## src/rtl/onehot_scan_decoder_if.sv

```systemverilog
// Control/status bundle for onehot_scan_decoder: mode/select/dwell inputs
// and the registered one-hot, index and wrap outputs.
interface onehot_scan_decoder_if #(
    parameter int SEL_W   = 2,
    parameter int DWELL_W = 8
);
    localparam int OUT_W = 1 << SEL_W;

    logic               en;
    logic               mode;
    logic [SEL_W-1:0]   sel;
    logic               load;
    logic [DWELL_W-1:0] dwell;
    logic [OUT_W-1:0]   dec_out;
    logic [SEL_W-1:0]   idx;
    logic               wrap;

    modport master (
        output en, mode, sel, load, dwell,
        input  dec_out, idx, wrap
    );

    modport slave (
        input  en, mode, sel, load, dwell,
        output dec_out, idx, wrap
    );
endinterface

```

## src/rtl/onehot_scan_decoder.sv

```systemverilog
// Registered binary-to-one-hot decoder with an auto-scan mode that steps the
// index through every output line, holding each for dwell+1 cycles.
module onehot_scan_decoder #(
    parameter int SEL_W   = 2,
    parameter int DWELL_W = 8
) (
    input  logic                  clk,
    input  logic                  rst_n,
    onehot_scan_decoder_if.slave  bus
);
    localparam int OUT_W = 1 << SEL_W;

    typedef enum logic [1:0] {
        IDLE   = 2'd0,
        DIRECT = 2'd1,
        SCAN   = 2'd2
    } state_e;

    state_e             state_q, state_d;
    logic [SEL_W-1:0]   idx_q, idx_d;
    logic [DWELL_W-1:0] dcnt_q, dcnt_d, dcnt_cur;
    logic [OUT_W-1:0]   dec_q, dec_d;
    logic               wrap_q, wrap_d;

    always_comb begin
        // NOTE: every output of this block gets a default first, so no path leaves a latch.
        state_d  = IDLE;
        idx_d    = idx_q;
        dcnt_d   = dcnt_q;
        wrap_d   = 1'b0;
        dec_d    = '0;
        // Coming out of DIRECT, the scan always begins with a fresh dwell count.
        dcnt_cur = (state_q == DIRECT) ? '0 : dcnt_q;

        if (bus.en) begin
            state_d = bus.mode ? SCAN : DIRECT;
        end

        case (state_d)
            DIRECT: begin
                idx_d  = bus.sel;
                dcnt_d = '0;
            end
            SCAN: begin
                if (bus.load) begin
                    idx_d  = bus.sel;
                    dcnt_d = '0;
                end else if (dcnt_cur >= bus.dwell) begin
                    // >= rather than == so a dwell reduced below the count ends the hold at once.
                    idx_d  = idx_q + 1'b1;
                    dcnt_d = '0;
                    wrap_d = &idx_q;
                end else begin
                    dcnt_d = dcnt_cur + 1'b1;
                end
            end
            default: ;
        endcase

        if (state_d != IDLE) begin
            dec_d = OUT_W'(1) << idx_d;
        end
    end

    // NOTE: state registers use non-blocking assignments so every flop samples pre-edge values.
    always_ff @(posedge clk or negedge rst_n) begin
        if (!rst_n) begin
            state_q <= IDLE;
            idx_q   <= '0;
            dcnt_q  <= '0;
            dec_q   <= '0;
            wrap_q  <= 1'b0;
        end else begin
            state_q <= state_d;
            idx_q   <= idx_d;
            dcnt_q  <= dcnt_d;
            dec_q   <= dec_d;
            wrap_q  <= wrap_d;
        end
    end

    assign bus.dec_out = dec_q;
    assign bus.idx     = idx_q;
    assign bus.wrap    = wrap_q;
endmodule

```

## src/flat_wrapper.sv

```systemverilog
// flat-port wrapper written by rule: the top's interface ports become plain ports
module onehot_scan_decoder_flat 
#(
    parameter int SEL_W   = 2,
    parameter int DWELL_W = 8
)
  (clk, rst_n, bus_en, bus_mode, bus_sel, bus_load, bus_dwell, bus_dec_out, bus_idx, bus_wrap);
  onehot_scan_decoder_if #(.SEL_W(SEL_W), .DWELL_W(DWELL_W)) bus_i ();
  input  logic clk;
  input  logic rst_n;
  input wire logic [$bits(bus_i.en)-1:0] bus_en;
  input wire logic [$bits(bus_i.mode)-1:0] bus_mode;
  input wire logic [$bits(bus_i.sel)-1:0] bus_sel;
  input wire logic [$bits(bus_i.load)-1:0] bus_load;
  input wire logic [$bits(bus_i.dwell)-1:0] bus_dwell;
  output wire logic [$bits(bus_i.dec_out)-1:0] bus_dec_out;
  output wire logic [$bits(bus_i.idx)-1:0] bus_idx;
  output wire logic [$bits(bus_i.wrap)-1:0] bus_wrap;
  assign bus_i.en = bus_en;
  assign bus_i.mode = bus_mode;
  assign bus_i.sel = bus_sel;
  assign bus_i.load = bus_load;
  assign bus_i.dwell = bus_dwell;
  assign bus_dec_out = bus_i.dec_out;
  assign bus_idx = bus_i.idx;
  assign bus_wrap = bus_i.wrap;
  onehot_scan_decoder #(.SEL_W(SEL_W), .DWELL_W(DWELL_W)) u_core (.clk(clk), .rst_n(rst_n), .bus(bus_i));
endmodule
```

## config.mk

```make
export PLATFORM = sky130hd
export DESIGN_NAME = onehot_scan_decoder_flat
export DESIGN_NICKNAME = d
export VERILOG_FILES = /design/src/rtl/onehot_scan_decoder_if.sv /design/src/rtl/onehot_scan_decoder.sv /design/src/flat_wrapper.sv
export SDC_FILE = /design/constraint.sdc
export NUM_CORES = 1
export LEC_CHECK = 0
export CAP_MARGIN = 30
export CORE_MARGIN = 2
export CORE_UTILIZATION = 40
export DETAILED_ROUTE_END_ITERATION = 7
export MAX_ROUTING_LAYER = met4
export PLACE_DENSITY = 0.76
export SLEW_MARGIN = 5
export SYNTH_ARGS = -nofsm -noshare
export SYNTH_HDL_FRONTEND = slang
export SYNTH_SLANG_ARGS = --single-unit
```

## constraint.sdc

```tcl
create_clock -name clk -period 5.4 [get_ports clk]
set_input_delay 1.08 -clock clk [delete_from_list [all_inputs] [get_ports clk]]
set_output_delay 1.08 -clock clk [all_outputs]
set_load 0.05 [all_outputs]
```

# After elaboration in Yosys (flattened, before gate mapping)
# Index checks and enable logic that the tools add are counted.
# totals
regBits	17
input_bits	15
output_inout_bits	7
# classes
n_addsub	2
n_lt_le_gt_ge	1
eq_ne	3
shift	1
n_mux	13
n_reduce_logical	3
# ops
op	n
8-bit 2-to-1 mux	3
8-bit case mux with 2 select lines	1
8-bit by 1-bit adder with 8-bit output (second input constant)	1
8-bit >= comparator	1
2-bit 2-to-1 mux	4
2-bit by 1-bit == test with 1-bit output (second input constant)	2
4-bit 2-to-1 mux	1
2-bit case mux with 2 select lines	1
2-bit nonzero test	2
1-bit by 2-bit left shift with 4-bit output (first input constant)	1
1-bit 2-to-1 mux	3
2-bit by 1-bit adder with 2-bit output (second input constant)	1
2-bit == test (second input constant)	1
2-bit AND reduction	1

# Depth between registers and ports, before layout
# Gate-level depths: netlist of the first run.
# logic_depth
depth_word	8
depth_mapped	9
ltp_nobuf	9

# Worst setup path before layout of the first run
# Ideal clock, no wire load.
# synth_timing
kind	input to register
start	in bus_dwell[1]
end	reg u_core.dec_q[0], in the netlist u_core.bus.dec_out[0]
t_arrival_ps	2567
required_time_ps	5281
path_slack_ps	2714
stages	8
path_buffers	0
path_cell_list	inv_1 ha_1 or4_4 a21oi_2 o31ai_1 xnor2_1 o211a_1 and2_1
# synth_via
elab_chain_cells	6
# synth_lines
element	line_no	rtl
start, declared	flat_wrapper.sv:15	input wire logic [$bits(bus_i.dwell)-1:0] bus_dwell;
8-bit >= comparator	onehot_scan_decoder.sv:48	end else if (dcnt_cur >= bus.dwell) begin
2-bit 2-to-1 mux	onehot_scan_decoder.sv:48	
2-bit 2-to-1 mux	onehot_scan_decoder.sv:45	if (bus.load) begin
2-bit case mux with 2 select lines	onehot_scan_decoder.sv:39	case (state_d)
1-bit by 2-bit left shift with 4-bit output	onehot_scan_decoder.sv:61	dec_d = OUT_W'(1) << idx_d;
4-bit 2-to-1 mux	onehot_scan_decoder.sv:60	if (state_d != IDLE) begin
via u_core.dec_d[0]	onehot_scan_decoder.sv:22	logic [OUT_W-1:0] dec_q, dec_d;
end signal, assigned	onehot_scan_decoder.sv:71	dec_q <= '0;
end signal, assigned	onehot_scan_decoder.sv:77	dec_q <= dec_d;
end, declared	onehot_scan_decoder.sv:22	
# The timed path passes the listed nets, and every way through them passes these cells.
# A chain may end at the register's enable or synchronous reset.

# Worst setup path after layout of the first run
# layout_timing
start	in bus_dwell[3]
end	reg u_core.dec_q[1], in the netlist u_core.bus.dec_out[1]
# The elaborated chain is that of the path after synthesis.

==> impl_metrics.tcl, run 1 <==
set metrics [dict create \
    outcome "completed" \
    antenna_found_initial 0 \
    avgSynthCellArea_um2 9.26 \
    cts_buffers 3 \
    grt_pass1_wl_um 3660 \
    crit_required_ns 5.58 \
    wl_per_cell_um 11.3 \
    start_util 0.430 \
    ff2ff_setup_slack_ns 2.77 \
    clk_latency_ns 0.28 \
    synth-compound-area-share 0.141 \
    vias 873 \
    r2r_end "u_core.bus.dec_out[1]" \
    synth_top_family_by_area "simple AND/OR/NAND/NOR gates" \
    holdPathEnd "u_core.dcnt_q[7]" \
    hold_depth 1 \
    p_leak_nw 0.661 \
    synth_cell_types 37 \
    cts_buffer_depth 2 \
    period_share 0.558 \
    yosys-top-cells-area "dfrtp_1 39%, ha_1 12%, and2_1 5.8%" \
    final_hold_viol_count 0 \
    worst_pin_slew_ns 0.733 \
    die_w_um 56.0 \
    min_period_ns 3.02 \
    multiInputGateArea_um2 598 \
    area_growth_pct 24.9 \
    chipHeight_um 56.0 \
    synthMuxAreaShare 0.00924 \
    cts_tree "yes" \
    hold_buffers 0 \
    cts-root-buf "clkbuf_4" \
    cp_max_fo 5 \
    synthAdderAreaFrac 0.115 \
    fillCellCount 251 \
    grt_pass1_vias 908 \
    hp-class "register to register" \
    p_per_area_nw_per_um2 198 \
    globalplace.congestion 0.825 \
    ys_ff_latch 17 \
    rsz0062_at_grt "false" \
    coreArea_um2 2520 \
    ys.warnings.count 0 \
    drt_wl_total_um 1930 \
    worst_slew_margin_rel 0.510 \
    yosys.area_share.simple 0.270 \
    dp.cells 167 \
    clkSinkCount 17 \
    cts.repair.resized 0 \
    maxCapViolations 0 \
    final_util 0.537 \
    drtIter0Drc 12 \
    hpwl_um 1530 \
    die-area_um2 3140 \
    drc 0 \
    fin_skew_ns 0.00339 \
    max-vdd-ir-drop_uv 215 \
    first_pass_iters 4 \
    synthXorXnorAreaFrac 0.0162 \
    cts_max_level 1 \
    io-pin-count 22 \
    overflow 0 \
    regArea_um2 425 \
    rr_worst_depth 9 \
    critPathLaunchType "input pin" \
    r2r_start "u_core.state_q[1]" \
    grt_use_total 0.147 \
    drv_slew 0 \
    power_mw 0.268 \
    syn_area_um2 1080 \
    whs_ns 0.501 \
    final_nets 167 \
    postSynthCellCount 117 \
    cts_setup_buffers 0 \
    io_buffers 21 \
    ys_seq_area_frac 0.393 \
    clock.fmax_ghz 0.332 \
    vias_per_cell 5.11 \
    netlist.area_leader.share 0.393 \
    hold_path_startpoint "u_core.dcnt_q[7]" \
    diodes 0 \
    rows 18 \
    synthesis.nets 142 \
    arrival_ns 3.20 \
    grt_start_max_net_pins 18 \
    worstSetupPathType "input pin to register" \
    netlist.top_cell.by_area "dfrtp_1" \
    stdcell_count 171 \
    ant_nets 0 \
    endpoint_kind "register" \
    setup_viol 0 \
    finalSetupTns_ns 0 \
    drive_gt1_frac 0.0780 \
    clk_pin_slew_ns 0.09 \
]
[per-layer routing]
metal,vias to the layer above,part of all wire,global-route usage
met5,-,0,-
met4,0,0.0062,0.0442
met3,2,0.033,0.0395
met2,9,0.48,0.240
met1,411,0.48,0.177
li1,451,-,-
[kinds of logic (layout without fill, tap and decap cells)]
kind of cell	Yosys count	in the layout
and+or+nand+nor	51	51
AOI/OAI and AO/OA	20	20
DFF	17	17
buffers and inverters	16	40
adders and majority gates	10	10
xor gates and xnor gates	2	2
muxes	1	1
[registers in the layout (all words and copies together), names as in the netlist]
name / count
u_core.bus.dec_out: 4
u_core.state_q: 2
u_core.bus.idx: 2
u_core.dcnt_q: 8
u_core.bus.wrap: 1
[report_power, final]
part | total (mW) | internal, mW | switching (mW)
logic | 0.0651 | 0.0288 | 0.0363
clock network | 0.0663 | 0.0287 | 0.0376
registers | 0.137 | 0.133 | 0.00367
total | 0.268 | 0.190 | 0.0776
[metrics by stage]
step	setup slack, ns	instance area, µm²
after global placement	2.10	1330
after CTS	2.38	1350
after floorplan	2.71	1080
after global routing	2.29	1350
after detailed placement	2.07	1330
final	2.38	1350
[layout make-up]
| cell class | instances | share of cell area |
|---|---|---|
| Timing Repair Buffer | 21 | 0.155 |
| Inverter | 15 | 0.0416 |
| Clock buffer | 4 | 0.0194 |
| Multi-Input combinational cell | 84 | 0.442 |
| Sequential cell | 17 | 0.314 |
| Tap cell | 30 | 0.0277 |
[worst max-delay path by stage]
stage,slack (ns),start,end
6_report,2.38,bus_dwell[3],u_core.bus.dec_out[1]
3_3_place_gp,2.10,bus_dwell[3],u_core.bus.dec_out[1]
2_1_floorplan,2.71,bus_dwell[1],u_core.bus.dec_out[0]
3_5_place_dp,2.07,bus_dwell[3],u_core.bus.dec_out[1]
4_1_cts,2.38,bus_dwell[3],u_core.bus.dec_out[1]
5_1_grt,2.29,bus_dwell[3],u_core.bus.dec_out[1]
[critical path, cell delays in order]
cell and delay, ns:
clkdlybuf4s50_1 0.45, inv_1 0.04, ha_1 0.26, o21a_1 0.13
a21oi_2 0.06, o31ai_1 0.50, nor4_1 0.11, a211o_2 0.37
and3_1 0.19
[cells in the mapped netlist]
library cell	n
a21oi_1	1
nor2_1	6
nand2_1	8
nor3b_1	1
a21oi_4	1
dfrtp_1	17
o21ai_1	6
xor2_1	1
ha_1	10
and2_1	10
or3b_1	1
or4_4	1
nand3b_1	2
mux2i_1	1
xnor2_1	1
o311a_2	1
inv_1	15
a41oi_1	1
o21a_1	1
or3_1	1
nand2b_1	5
nand2b_4	1
a31oi_1	1
o31ai_1	1
clkbuf_1	1
a21o_1	1
and3_1	3
a211o_2	1
and2_2	1
nand3_1	8
o211ai_1	1
o211a_1	1
nor4_1	1
a21boi_1	1
nor3_1	1
a21oi_2	2
nor2b_1	1
[layout by cell type, fill, tap and decap left out, types with 2 or more instances in the layout]
cell / instances
clkdlybuf4s50_1: 21
dfrtp_1: 17
inv_1: 15
and2_1: 10
ha_1: 10
nand2_1: 8
nand3_1: 8
nor2_1: 6
o21ai_1: 6
nand2b_1: 5
and3_1: 3
clkbuf_4: 3
a21oi_2: 2
nand3b_1: 2
(Power assumes the default switching activity.)
==> inputs of run 2 (changes only) <==
==> constraint.sdc (replaced) <==
create_clock -name clk -period 3.08 [get_ports clk]
set_input_delay 0.616 -clock clk [delete_from_list [all_inputs] [get_ports clk]]
set_output_delay 0.616 -clock clk [all_outputs]
set_load 0.05 [all_outputs]
==> impl_metrics.tcl, run 2 (synthesized netlist as in run 1, its figures left out) <==
set metrics [dict create \
    outcome "completed" \
    cts_buffer_depth 2 \
    setup_viol 0 \
    vias_per_cell 5.15 \
    place_area_um2 1340 \
    endpoint_kind "register" \
    die-area_um2 3140 \
    grt_start_max_net_pins 18 \
    first_pass_iters 4 \
    rsz0062_at_grt "false" \
    ant_nets 0 \
    p_leak_nw 0.668 \
    layout_common_cells "21 x clkdlybuf4s50_1, 17 x dfrtp_1, 15 x inv_1" \
    critPathLaunchType "register" \
    cts-root-buf "clkbuf_4" \
    drc 0 \
    drv_slew 0 \
    cts_setup_buffers 0 \
    cts_buffers 3 \
    met1_length_um 943 \
    vias 886 \
    worst_slew_margin_rel 0.502 \
    maxCapViolations 0 \
    final_hold_viol_count 0 \
    hp-class "register to register" \
    area_growth_pct 25.8 \
    wl_per_cell_um 11.9 \
    finalSetupTns_ns 0 \
    dr.max_layer_used "met4" \
    clk_latency_ns 0.31 \
    layout_commonest_cell "clkdlybuf4s50_1" \
    fin_skew_ns 0.0169 \
    chipHeight_um 56.0 \
    min_period_ns 2.63 \
    antenna_found_initial 0 \
    cts_max_level 1 \
    arrival_ns 2.85 \
    period_share 0.854 \
    overflow 0 \
    io-pin-count 22 \
    grt_use_total 0.161 \
    start_util 0.430 \
    max-vdd-ir-drop_uv 336 \
    wl_met3_um 64 \
    grt_pass1_vias 877 \
    worstSetupPathType "register to register" \
    clk_pin_slew_ns 0.11 \
    final_cell_area_um2 1360 \
    crit_required_ns 3.30 \
    cp_max_fo 10 \
    grt_pass1_wl_um 3750 \
    clock.fmax_ghz 0.380 \
    largest_register_ffs 8 \
    die_w_um 56.0 \
    p_per_area_nw_per_um2 353 \
    coreArea_um2 2520 \
    rows 18 \
    drive_gt1_frac 0.0915 \
    hpwl_um 1630 \
    drt_wl_total_um 2050 \
    hold_buffers 0 \
    diodes 0 \
    cts_tree "yes" \
    worst_pin_slew_ns 0.745 \
    io_buffers 21 \
    wl_met2_um 997 \
    cts.repair.resized 0 \
    drtIter0Drc 13 \
    top_register "u_core.dcnt_q" \
    globalplace.congestion 0.832 \
    clkSinkCount 17 \
    final_nets 168 \
]
run 2: area by class of cell:
type	count	area, µm²
clock inverters	1	5.00
multi-input cells	84	598
clock buffers	3	22.5
fillers	230	1160
flip-flops and latches	17	425
inverters	15	56.3
well taps	30	37.5
repair buffers	22	218
run 2: stage by stage:
step | power (mW) | std cells | setup slack, ns | hold slack, ns | util
CTS | 0.484 | 172 | 0.432 | 0.522 | 0.540
finish | 0.481 | 172 | 0.448 | 0.528 | 0.540
global route | 0.507 | 172 | 0.261 | 0.546 | 0.540
floorplan | 0.312 | 117 | 0.745 | 0.320 | -
detailed placement | 0.360 | 168 | 0.209 | 0.505 | 0.529
global placement | 0.358 | 168 | 0.250 | 0.483 | 0.529
run 2: final timing paths:
kind / from / end / slack [ns] / cells past startpoint
worst max-delay path: u_core.state_q[1] / u_core.bus.dec_out[1] / 0.45 / 9
worst min-delay path: u_core.dcnt_q[7] / u_core.dcnt_q[7] / 0.53 / 1
worst max register to register: u_core.state_q[1] / u_core.bus.dec_out[1] / 0.45 / 9
worst min register to register: u_core.dcnt_q[7] / u_core.dcnt_q[7] / 0.53 / 1
max in group asynchronous: rst_n / u_core.bus.idx[0] / 1.87 / 1
min in group asynchronous: rst_n / u_core.bus.dec_out[2] / 0.73 / 1
run 2: where the power goes:
group	total (mW)	internal (mW)	switching, mW	leakage, nW
Sequential	0.240	0.233	0.00672	0.227
Clock	0.126	0.0486	0.0772	0.0177
Combinational	0.115	0.0514	0.0639	0.424
Total	0.481	0.333	0.148	0.668
run 2: critical path: stages, from the launching register on:
cell and delay [ns]:
dfrtp_1 0.37, nand2b_1 0.27, and2_1 0.27, ha_1 0.28
o21a_1 0.13, a21oi_2 0.06, o31ai_1 0.50, nor4_1 0.10
a211o_2 0.37, and3_1 0.19
run 2: routing by layer:
metal,global-route usage,vias up
met4,0.0918,0
met1,0.173,422
met3,0.0512,4
li1,-,451
met2,0.262,9
met5,-,-
==> inputs of run 3 (changes only) <==
--- a/config.mk
+++ b/config.mk
@@ -10,7 +10,7 @@
 export CORE_UTILIZATION = 40
 export DETAILED_ROUTE_END_ITERATION = 7
 export MAX_ROUTING_LAYER = met4
-export PLACE_DENSITY = 0.76
+export PLACE_DENSITY = 0.74
 export SLEW_MARGIN = 5
 export SYNTH_ARGS = -nofsm -noshare
 export SYNTH_HDL_FRONTEND = slang
==> impl_metrics.tcl, run 3 (synthesized netlist as in run 1, its figures left out) <==
set metrics [dict create \
    outcome "completed" \
    globalplace.congestion 0.795 \
    clk_pin_slew_ns 0.10 \
    cp_max_fo 10 \
    antenna_found_initial 0 \
    p_per_area_nw_per_um2 347 \
    hp-class "register to register" \
    io_buffers 21 \
    grt_use_total 0.155 \
    hpwl_um 1710 \
    worst_pin_slew_ns 0.718 \
    grt_pass1_wl_um 3770 \
    cts_buffers 3 \
    worstSetupPathType "register to register" \
    final_hold_viol_count 0 \
    clkSinkCount 17 \
    clk_latency_ns 0.29 \
    maxCapViolations 0 \
    cts_max_level 1 \
    finalSetupTns_ns 0 \
    endpoint_kind "register" \
    ant_nets 0 \
    critPathLaunchType "register" \
    fillCellCount 232 \
    area_growth_pct 25.8 \
    rr_worst_depth 9 \
    rsz0062_at_grt "false" \
    drtIter0Drc 14 \
    arrival_ns 2.86 \
    final_nets 168 \
    layout_commonest_cell "clkdlybuf4s50_1" \
    drive_gt1_frac 0.0915 \
    critPathLaunch "u_core.state_q[1]" \
    wl_per_cell_um 12.3 \
    min_period_ns 2.67 \
    drv_slew 0 \
    r2r_end "u_core.bus.dec_out[1]" \
    cts_setup_buffers 0 \
    start_util 0.430 \
    first_pass_iters 4 \
    drt_wl_total_um 2110 \
    setup_viol 0 \
    r2r_start "u_core.state_q[1]" \
    crit_end "u_core.bus.dec_out[1]" \
    io-pin-count 22 \
    p_leak_nw 0.668 \
    grt_pass1_vias 899 \
    period_share 0.866 \
    overflow 0 \
    vias_per_cell 5.13 \
    final_util 0.540 \
    top_register "u_core.dcnt_q" \
    final_cell_area_um2 1360 \
    diodes 0 \
    layout_common_cells "21 x clkdlybuf4s50_1, 17 x dfrtp_1, 15 x inv_1" \
    vias 882 \
    hold_buffers 0 \
    fin_skew_ns 0.0146 \
    cts-root-buf "clkbuf_4" \
    largest_register_ffs 8 \
    coreArea_um2 2520 \
    max-vdd-ir-drop_uv 276 \
    crit_required_ns 3.28 \
    grt_start_max_net_pins 18 \
    ff2ff_setup_slack_ns 0.41 \
    die-area_um2 3140 \
    cts.repair.resized 0 \
    place_area_um2 1340 \
    cts_tree "yes" \
    cts_buffer_depth 2 \
    drc 0 \
    die_w_um 56.0 \
    clock.fmax_ghz 0.375 \
    chipHeight_um 56.0 \
    worst_slew_margin_rel 0.520 \
    rows 18 \
]
[run 3: cell counts in the layout (fill, tap and decap cells not counted)]
Identical to the previous run, type by type.
[run 3: how the worst min path moves through the flow]
stage,depth (start not counted),start,to
final,1,u_core.dcnt_q[7],u_core.dcnt_q[7]
after global routing,1,u_core.dcnt_q[7],u_core.dcnt_q[7]
after CTS,1,u_core.dcnt_q[7],u_core.dcnt_q[7]
after detailed placement,1,u_core.dcnt_q[7],u_core.dcnt_q[7]
after global placement,1,u_core.dcnt_q[7],u_core.dcnt_q[7]
after floorplan,0,rst_n,u_core.bus.dec_out[0]
[run 3: layout make-up]
cell class              count  area, µm²  area share
inverters                  15       56.3      0.0413
well taps                  30       37.5      0.0275
clock buffers               3       22.5      0.0165
clock inverters             1       5.00     0.00367
repair buffers             22        218       0.160
flip-flops and latches     17        425       0.312
multi-input cells          84        598       0.439
[run 3: metal layers]
metal	global-route usage	up-vias	share of wire
li1	-	450	-
met1	0.167	414	0.45
met2	0.259	12	0.50
met3	0.0488	6	0.030
met4	0.0748	0	0.021
met5	-	-	0
[run 3: through the flow]
stage                     total power, mW  hold slack [ns]  setup slack (ns)  instances
after floorplan                     0.312            0.320             0.745        117
after global placement              0.358            0.478             0.279        168
after detailed placement            0.362            0.481             0.188        168
after CTS                           0.478            0.496             0.417        172
after global routing                0.500            0.517             0.239        172
final                               0.472            0.493             0.413        172
[run 3: worst max-delay path, cell delays in order (launching register included)]
cell and delay [ns]:
dfrtp_1 0.37, nand2b_1 0.25, and2_1 0.26, ha_1 0.29, o21a_1 0.13, a21oi_2 0.06
o31ai_1 0.54, nor4_1 0.11, a211o_2 0.37, and3_1 0.19
[run 3: report_power, final]
part           internal (mW)  switching [mW]  total, mW
logic                 0.0517          0.0656      0.117
clock network         0.0483          0.0669      0.115
registers              0.233         0.00661      0.240
